--- src/rtl/lbr_controller_pkg.sv ---
// Shared definitions for the last-branch-record (LBR) controller.
// Contents: request encodings, transfer-type encodings, FSM state type,
// control-word bit positions and the transfer-type filter helper.
package lbr_controller_pkg;

  // lbrReq encodings from the control unit
  localparam logic [1:0] LBR_REQ_NONE = 2'b00;
  localparam logic [1:0] LBR_REQ_RD   = 2'b01;
  localparam logic [1:0] LBR_REQ_WR   = 2'b10;
  localparam logic [1:0] LBR_REQ_RSVD = 2'b11;

  // rec_type encodings of a retiring control transfer
  localparam logic [1:0] REC_BRANCH = 2'b00;
  localparam logic [1:0] REC_JAL    = 2'b01;
  localparam logic [1:0] REC_JALR   = 2'b10;
  localparam logic [1:0] REC_RSVD   = 2'b11;

  // Controller FSM states
  typedef enum logic [1:0] {
    ST_IDLE  = 2'b00,
    ST_READ  = 2'b01,
    ST_RESP  = 2'b10,
    ST_CLEAR = 2'b11
  } lbr_state_e;

  // Control-word (WRLBR wdata) bit positions
  localparam int CTL_ENABLE_BIT = 0;
  localparam int CTL_CLEAR_BIT  = 1;
  localparam int CTL_MASK_LSB   = 2;
  localparam int CTL_MASK_MSB   = 4;

  localparam logic [2:0] MASK_RESET = 3'b111;

  // A transfer passes the filter when its mask bit is set; the reserved
  // type never passes.
  function automatic logic rec_type_allowed(input logic [2:0] mask,
                                            input logic [1:0] rec_type);
    logic ok;
    case (rec_type)
      REC_BRANCH: ok = mask[0];
      REC_JAL:    ok = mask[1];
      REC_JALR:   ok = mask[2];
      REC_RSVD:   ok = 1'b0;
      default:    ok = 1'b0;
    endcase
    return ok;
  endfunction

endpackage

--- src/rtl/lbr_entry_ram.sv ---
// Branch-record storage: DEPTH x WIDTH, one write port, one registered read
// port. Read-during-write to the same address returns the old contents.
// Ports:
//   clock        - clock
//   we/waddr/wdata - write port
//   raddr        - read address, sampled every clock
//   rdata        - registered read data (one cycle after raddr)
module lbr_entry_ram #(
  parameter int DEPTH = 16,
  parameter int WIDTH = 64,
  parameter int AW    = 4
) (
  input  logic             clock,
  input  logic             we,
  input  logic [AW-1:0]    waddr,
  input  logic [WIDTH-1:0] wdata,
  input  logic [AW-1:0]    raddr,
  output logic [WIDTH-1:0] rdata
);

  logic [WIDTH-1:0] mem [DEPTH];

  // Write port and registered read port (contents are not reset)
  always_ff @(posedge clock) begin
    if (we) begin
      mem[waddr] <= wdata;
    end
    rdata <= mem[raddr];
  end

endmodule

--- src/rtl/lbr_controller.sv ---
// Last-branch-record controller: captures retiring taken control transfers
// into a circular buffer and serves RDLBR/WRLBR requests from the control
// unit.
// Optional feature: define LBR_FILTER_EN to filter records by transfer type
// using the 3-bit mask from the control word.
// Ports:
//   clock, reset          - clock, asynchronous active-high reset
//   lbrReq, req_valid     - request type and qualifier (accepted only in IDLE)
//   req_index, req_sel    - RDLBR entry age (0 = newest), field (0 from, 1 to)
//   req_wdata             - WRLBR control word (bit0 enable, bit1 clear, 4:2 mask)
//   rec_valid, rec_type   - retiring transfer strobe and type
//   rec_from, rec_to      - source and target PC
//   rsp_valid/data/error  - one-cycle registered response
//   busy                  - stall request, high whenever not IDLE
//   lbr_count             - number of valid entries
module lbr_controller
  import lbr_controller_pkg::*;
#(
  parameter  int LBR_DEPTH  = 16,
  parameter  int DATA_WIDTH = 32,
  localparam int IDX_W      = $clog2(LBR_DEPTH)
) (
  input  logic                  clock,
  input  logic                  reset,
  input  logic [1:0]            lbrReq,
  input  logic                  req_valid,
  input  logic [IDX_W-1:0]      req_index,
  input  logic                  req_sel,
  input  logic [DATA_WIDTH-1:0] req_wdata,
  input  logic                  rec_valid,
  input  logic [1:0]            rec_type,
  input  logic [DATA_WIDTH-1:0] rec_from,
  input  logic [DATA_WIDTH-1:0] rec_to,
  output logic                  rsp_valid,
  output logic [DATA_WIDTH-1:0] rsp_data,
  output logic                  rsp_error,
  output logic                  busy,
  output logic [IDX_W:0]        lbr_count
);

  localparam logic [IDX_W:0]   FULL_CNT = (IDX_W+1)'(LBR_DEPTH);
  localparam logic [IDX_W-1:0] ONE_IDX  = IDX_W'(1);
  localparam logic [IDX_W-1:0] LAST_IDX = IDX_W'(LBR_DEPTH - 1);

  lbr_state_e            state, nxt_state;
  logic [IDX_W-1:0]      head, nxt_head;
  logic [IDX_W:0]        nxt_count;
  logic                  enable, nxt_enable;
  logic [2:0]            mask, nxt_mask;
  logic [IDX_W-1:0]      clr_ptr, nxt_clr_ptr;
  logic                  rd_sel, nxt_rd_sel;
  logic                  rd_err, nxt_rd_err;
  logic                  nxt_rsp_valid, nxt_rsp_error, nxt_busy;
  logic [DATA_WIDTH-1:0] nxt_rsp_data;
  logic                  type_ok, rec_fire;

  logic                    ram_we;
  logic [IDX_W-1:0]        ram_waddr, ram_raddr;
  logic [2*DATA_WIDTH-1:0] ram_wdata, ram_rdata;

`ifdef LBR_FILTER_EN
  assign type_ok = rec_type_allowed(mask, rec_type);
  logic unused_wdata;
  assign unused_wdata = ^req_wdata[DATA_WIDTH-1:CTL_MASK_MSB+1];
`else
  assign type_ok = 1'b1;
  logic unused_filter;
  assign unused_filter = ^{rec_type, mask, req_wdata[DATA_WIDTH-1:CTL_MASK_MSB+1],
                           req_wdata[CTL_MASK_MSB:CTL_MASK_LSB]};
`endif

  // Records are dropped while disabled and for the whole clear sweep
  assign rec_fire = rec_valid && enable && type_ok && (state != ST_CLEAR);

  // Next-state, datapath updates and storage port control
  always_comb begin
    nxt_state     = state;
    nxt_head      = head;
    nxt_count     = lbr_count;
    nxt_enable    = enable;
    nxt_mask      = mask;
    nxt_clr_ptr   = clr_ptr;
    nxt_rd_sel    = rd_sel;
    nxt_rd_err    = rd_err;
    nxt_rsp_valid = 1'b0;
    nxt_rsp_error = 1'b0;
    nxt_rsp_data  = {DATA_WIDTH{1'b0}};
    ram_we        = 1'b0;
    ram_waddr     = head;
    ram_wdata     = {rec_from, rec_to};
    // Read address is launched in the accept cycle from the pre-record head,
    // so the RAM output is ready during READ.
    ram_raddr     = head - ONE_IDX - req_index;

    if (rec_fire) begin
      ram_we   = 1'b1;
      nxt_head = head + ONE_IDX;
      if (lbr_count != FULL_CNT) begin
        nxt_count = lbr_count + (IDX_W+1)'(1);
      end else begin
        nxt_count = lbr_count;
      end
    end else begin
      nxt_head = head;
    end

    case (state)
      ST_IDLE: begin
        if (req_valid) begin
          case (lbrReq)
            LBR_REQ_RD: begin
              nxt_state  = ST_READ;
              nxt_rd_sel = req_sel;
              nxt_rd_err = ({1'b0, req_index} >= lbr_count);
            end
            LBR_REQ_WR: begin
              nxt_enable = req_wdata[CTL_ENABLE_BIT];
`ifdef LBR_FILTER_EN
              nxt_mask   = req_wdata[CTL_MASK_MSB:CTL_MASK_LSB];
`else
              nxt_mask   = mask;
`endif
              if (req_wdata[CTL_CLEAR_BIT]) begin
                nxt_state   = ST_CLEAR;
                nxt_clr_ptr = {IDX_W{1'b0}};
              end else begin
                nxt_rsp_valid = 1'b1;
              end
            end
            LBR_REQ_RSVD: begin
              nxt_rsp_valid = 1'b1;
              nxt_rsp_error = 1'b1;
            end
            default: nxt_state = ST_IDLE;
          endcase
        end else begin
          nxt_state = ST_IDLE;
        end
      end
      ST_READ: begin
        nxt_state     = ST_RESP;
        nxt_rsp_valid = 1'b1;
        nxt_rsp_error = rd_err;
        if (rd_err) begin
          nxt_rsp_data = {DATA_WIDTH{1'b0}};
        end else if (rd_sel) begin
          nxt_rsp_data = ram_rdata[DATA_WIDTH-1:0];
        end else begin
          nxt_rsp_data = ram_rdata[2*DATA_WIDTH-1:DATA_WIDTH];
        end
      end
      ST_RESP: begin
        nxt_state = ST_IDLE;
      end
      ST_CLEAR: begin
        ram_we      = 1'b1;
        ram_waddr   = clr_ptr;
        ram_wdata   = {(2*DATA_WIDTH){1'b0}};
        nxt_clr_ptr = clr_ptr + ONE_IDX;
        if (clr_ptr == LAST_IDX) begin
          nxt_state     = ST_IDLE;
          nxt_head      = {IDX_W{1'b0}};
          nxt_count     = {(IDX_W+1){1'b0}};
          nxt_rsp_valid = 1'b1;
        end else begin
          nxt_state = ST_CLEAR;
        end
      end
      default: begin
        nxt_state = ST_IDLE;
      end
    endcase

    nxt_busy = (nxt_state != ST_IDLE);
  end

  // State and registered outputs
  always_ff @(posedge clock or posedge reset) begin
    if (reset) begin
      state     <= ST_IDLE;
      head      <= {IDX_W{1'b0}};
      lbr_count <= {(IDX_W+1){1'b0}};
      enable    <= 1'b0;
      mask      <= MASK_RESET;
      clr_ptr   <= {IDX_W{1'b0}};
      rd_sel    <= 1'b0;
      rd_err    <= 1'b0;
      rsp_valid <= 1'b0;
      rsp_data  <= {DATA_WIDTH{1'b0}};
      rsp_error <= 1'b0;
      busy      <= 1'b0;
    end else begin
      state     <= nxt_state;
      head      <= nxt_head;
      lbr_count <= nxt_count;
      enable    <= nxt_enable;
      mask      <= nxt_mask;
      clr_ptr   <= nxt_clr_ptr;
      rd_sel    <= nxt_rd_sel;
      rd_err    <= nxt_rd_err;
      rsp_valid <= nxt_rsp_valid;
      rsp_data  <= nxt_rsp_data;
      rsp_error <= nxt_rsp_error;
      busy      <= nxt_busy;
    end
  end

  lbr_entry_ram #(
    .DEPTH (LBR_DEPTH),
    .WIDTH (2*DATA_WIDTH),
    .AW    (IDX_W)
  ) u_ram (
    .clock (clock),
    .we    (ram_we),
    .waddr (ram_waddr),
    .wdata (ram_wdata),
    .raddr (ram_raddr),
    .rdata (ram_rdata)
  );

endmodule

--- config.mk ---
export PLATFORM = sky130hd
export DESIGN_NAME = lbr_controller
export DESIGN_NICKNAME = d
export VERILOG_FILES = /design/src/rtl/lbr_controller_pkg.sv /design/src/rtl/lbr_entry_ram.sv /design/src/rtl/lbr_controller.sv
export SDC_FILE = /design/constraint.sdc
export NUM_CORES = 1
export LEC_CHECK = 0
export BUFFER_PORTS_ARGS = -buffer_cell sky130_fd_sc_hd__buf_2
export CAP_MARGIN = 20
export CORE_UTILIZATION = 55
export DETAILED_ROUTE_END_ITERATION = 12
export GPL_TIMING_DRIVEN = 1
export PLACE_DENSITY_LB_ADDON = 0.1
export SLEW_MARGIN = 20
export SYNTH_ARGS = -nofsm -noshare
export SYNTH_HDL_FRONTEND = slang
export SYNTH_SLANG_ARGS = --single-unit
--- constraint.sdc ---
create_clock -name clock -period 4.95 [get_ports clock]
set_input_delay 0.495 -clock clock [delete_from_list [all_inputs] [get_ports clock]]
set_output_delay 0.495 -clock clock [all_outputs]
set_load 0.005 [all_outputs]
==> impl_metrics.ini <==
[status]
outcome = finished clean

[die]
core-area_um2 = 79000
num_rows = 103
io_pins = 149
die_h_um = 284
start_util_pct = 55.5
die_area_um2 = 80900
die_width_um = 284

[logic_synthesis]
yosysSeqAreaShare_pct = 76.0
synthArstFlopShare_pct = 4.65
synth_top_cells_by_area = edfxtp_1 70%, mux4_2 13%, dfrtp_1 3.0%
ys_warn_count = 0
ys_ff_latch = 1141
ys.flop_type = edfxtp_1
yosysUniqueCellTypes = 45
syn_avg_cell_area_um2 = 20.0
yosysTopAreaCellShare_pct = 70.1
synth_cells = 2190
synth_nets = 2311
synth_edf_count = 1024
yosys.area.top_type = edfxtp_1
syn_area_um2 = 43900

[cts]
cts.sinks = 1141
cts_root_buf = clkbuf_16
cts_hold_buffers = 0
cts_tree = done
clk_pin_slew_ns = 0.06
post_cts_buffers = 0
clock_path_buffers = 3
insertion_delay_ns = 0.67
cts_htree_levels = 3
cts_buffers = 112
cts.repair.resized = 0

[cells_and_area]
syn2layout_area_growth_pct = 13.0
final_util_pct = 62.7
nets = 2462
layout_commonest_cell = edfxtp_1
drive_gt1_share_pct = 26.3
design_area_um2 = 49600
fill_cells = 5459
mostFrequentLayoutCells = 1024 x edfxtp_1, 256 x mux4_2, 206 x nand2_1, 128 x o211ai_1, 116 x buf_2
layout.cells.non_filler = 3490

[place]
portBuffers = 116
gp_congestion = 0.800
dp_worst_setup_slack_ns = 1.15
dpl_cell_area_um2 = 45900
hpwl_um = 53500
dp_cells = 3276

[timing]
layout_min_cycle_time_ns = 3.59
setup_ws_ns = 1.36
rsz0062_at_grt = no
clock-skew-final_ns = 0.0264
period_share_pct = 72.5
tns_ns = 0
setup_viol = 0
timing.final.hold_violations = 0
slew_headroom_pct = 26.7
finalMaxSlewViolations = 0
tightest_slew_ns = 1.10
fmax_mhz = 278

[worst_setup_path]
crit_required_ns = 5.28
startpoint = state[0]$_DFF_PP0_
cp-start-kind = flop
r2r_setup_slack_ns = 1.36
timing.rr.end = u_ram.mem[10][32]$_DFFE_PP_
cp-endpoint = u_ram.mem[10][32]$_DFFE_PP_
cp-end-kind = flop
critPathKind = reg2reg
reg2reg_from = state[0]$_DFF_PP0_
crit_arrival_ns = 3.92
rr_worst_depth = 5
cp_max_fo = 26

[run]
maxCapViolCount = 0

[global_route]
grt_pass1_wl_um = 151000
antenna_found_initial = 5
grt_pass1_vias = 22344
grt_usage_pct = 26.0
grt_max_degree = 129
grt_overflow = 0

[detailed_routing]
vias = 21915
viasPerCell = 6.28
drc = 0
dr.pass1.iters = 5
wl_per_cell_um = 29.6
drt_iter0_drc = 2314
wirelength_um = 103000
antenna_left = 0

[power]
p_leak_nw = 16.4
powerDensity_nw_per_um2 = 606
peakVddDrop_mv = 0.769

[worst_hold_path]
hold_class = in2async
## how the worst min path moves through the flow
stage                                         to               startpoint  slack (ns)  cells after the start
final                     rsp_data[28]$_DFF_PP0_                    reset        0.04                      3
after floorplan            rsp_data[0]$_DFF_PP0_  u_ram.rdata[32]$_DFF_P_        0.45                      2
after detailed placement  rsp_data[24]$_DFF_PP0_  u_ram.rdata[56]$_DFF_P_        0.46                      2
after CTS                  rsp_data[2]$_DFF_PP0_                    reset        0.04                      3
after global placement    rsp_data[20]$_DFF_PP0_  u_ram.rdata[20]$_DFF_P_        0.47                      2
after global routing          rd_sel$_DFFE_PP0P_                  req_sel        0.07                      2
## critical path, stage by stage, from the launching register on
cell	delay, ns
dfrtp_1	0.50
and2_1	0.39
nor2_1	0.55
a32oi_1	0.48
nor2_4	0.96
buf_12	0.33
## cell families after synthesis
kind of cell | count (synthesis) | share of synthesized area (%)
buf+inv | 155 | 1.97
mux | 292 | 14.0
simple gates | 358 | 3.57
xor+xnor | 7 | 0.140
fa+ha+maj | 12 | 0.359
compound gates | 225 | 3.96
flops | 1141 | 76.0
## report_power, final
part           leakage, nW  internal (mW)  switching, mW  total, mW
clock                 1.80           4.78           3.49       8.26
sequential            10.5           11.6          0.553       12.1
combinational         4.12           4.08           5.55       9.63
## sequential cells by signal (all words and copies together) (netlist names)
name         cells
state            2
rd_sel           1
u_ram.rdata     64
rsp_valid        1
u_ram.mem     1024
head             4
clr_ptr          4
lbr_count        5
enable           1
busy             1
rsp_error        1
rd_err           1
rsp_data        32
## through the flow
stage	hold slack (ns)	power [mW]
6_report	0.0392	30.0
5_1_grt	0.0672	31.3
4_1_cts	0.0403	30.3
3_5_place_dp	0.462	22.1
3_3_place_gp	0.466	21.9
2_1_floorplan	0.446	19.0
## per-layer routing
metal  vias up  track usage [%]  wire (um)
li1       9199                -          -
met3       158             4.57       8770
met1     11583             38.0      42800
met5         -             1.43        162
met4         2             8.52       2720
met2       973             40.0      48900
## cells in the mapped netlist, types with 2 or more instances
master and instances:
mux2i_1 33, buf_6 25, a21o_1 2, and2_1 65, nand3_1 4, buf_1 10
nor2b_1 2, xor2_1 2, nor3b_1 2, and3_1 2, dfxtp_1 64, nand3b_1 2
o211ai_1 128, a32oi_1 3, dfrtp_1 53, nor4_1 3, edfxtp_1 1024, nor2_1 63
mux2_2 3, nand2_1 207, a31oi_1 7, a211o_1 64, a21oi_1 5, a22o_1 3
ha_1 11, buf_2 37, mux4_2 256, xnor2_1 5, buf_4 5, o21ai_0 8
nor3_1 4, clkbuf_1 61, inv_1 15
## cell type report
class	count	area, um^2	area share, %
repair buffers	177	1360	2.74
diodes	1	2.50	0.00505
inverters	15	56.3	0.114
clock buffers	157	3170	6.40
multi-input cells	894	9850	19.9
well taps	1050	1310	2.65
flip-flops and latches	1141	33400	67.3
clock inverters	55	448	0.904
Power figures use the tool's default switching activity.
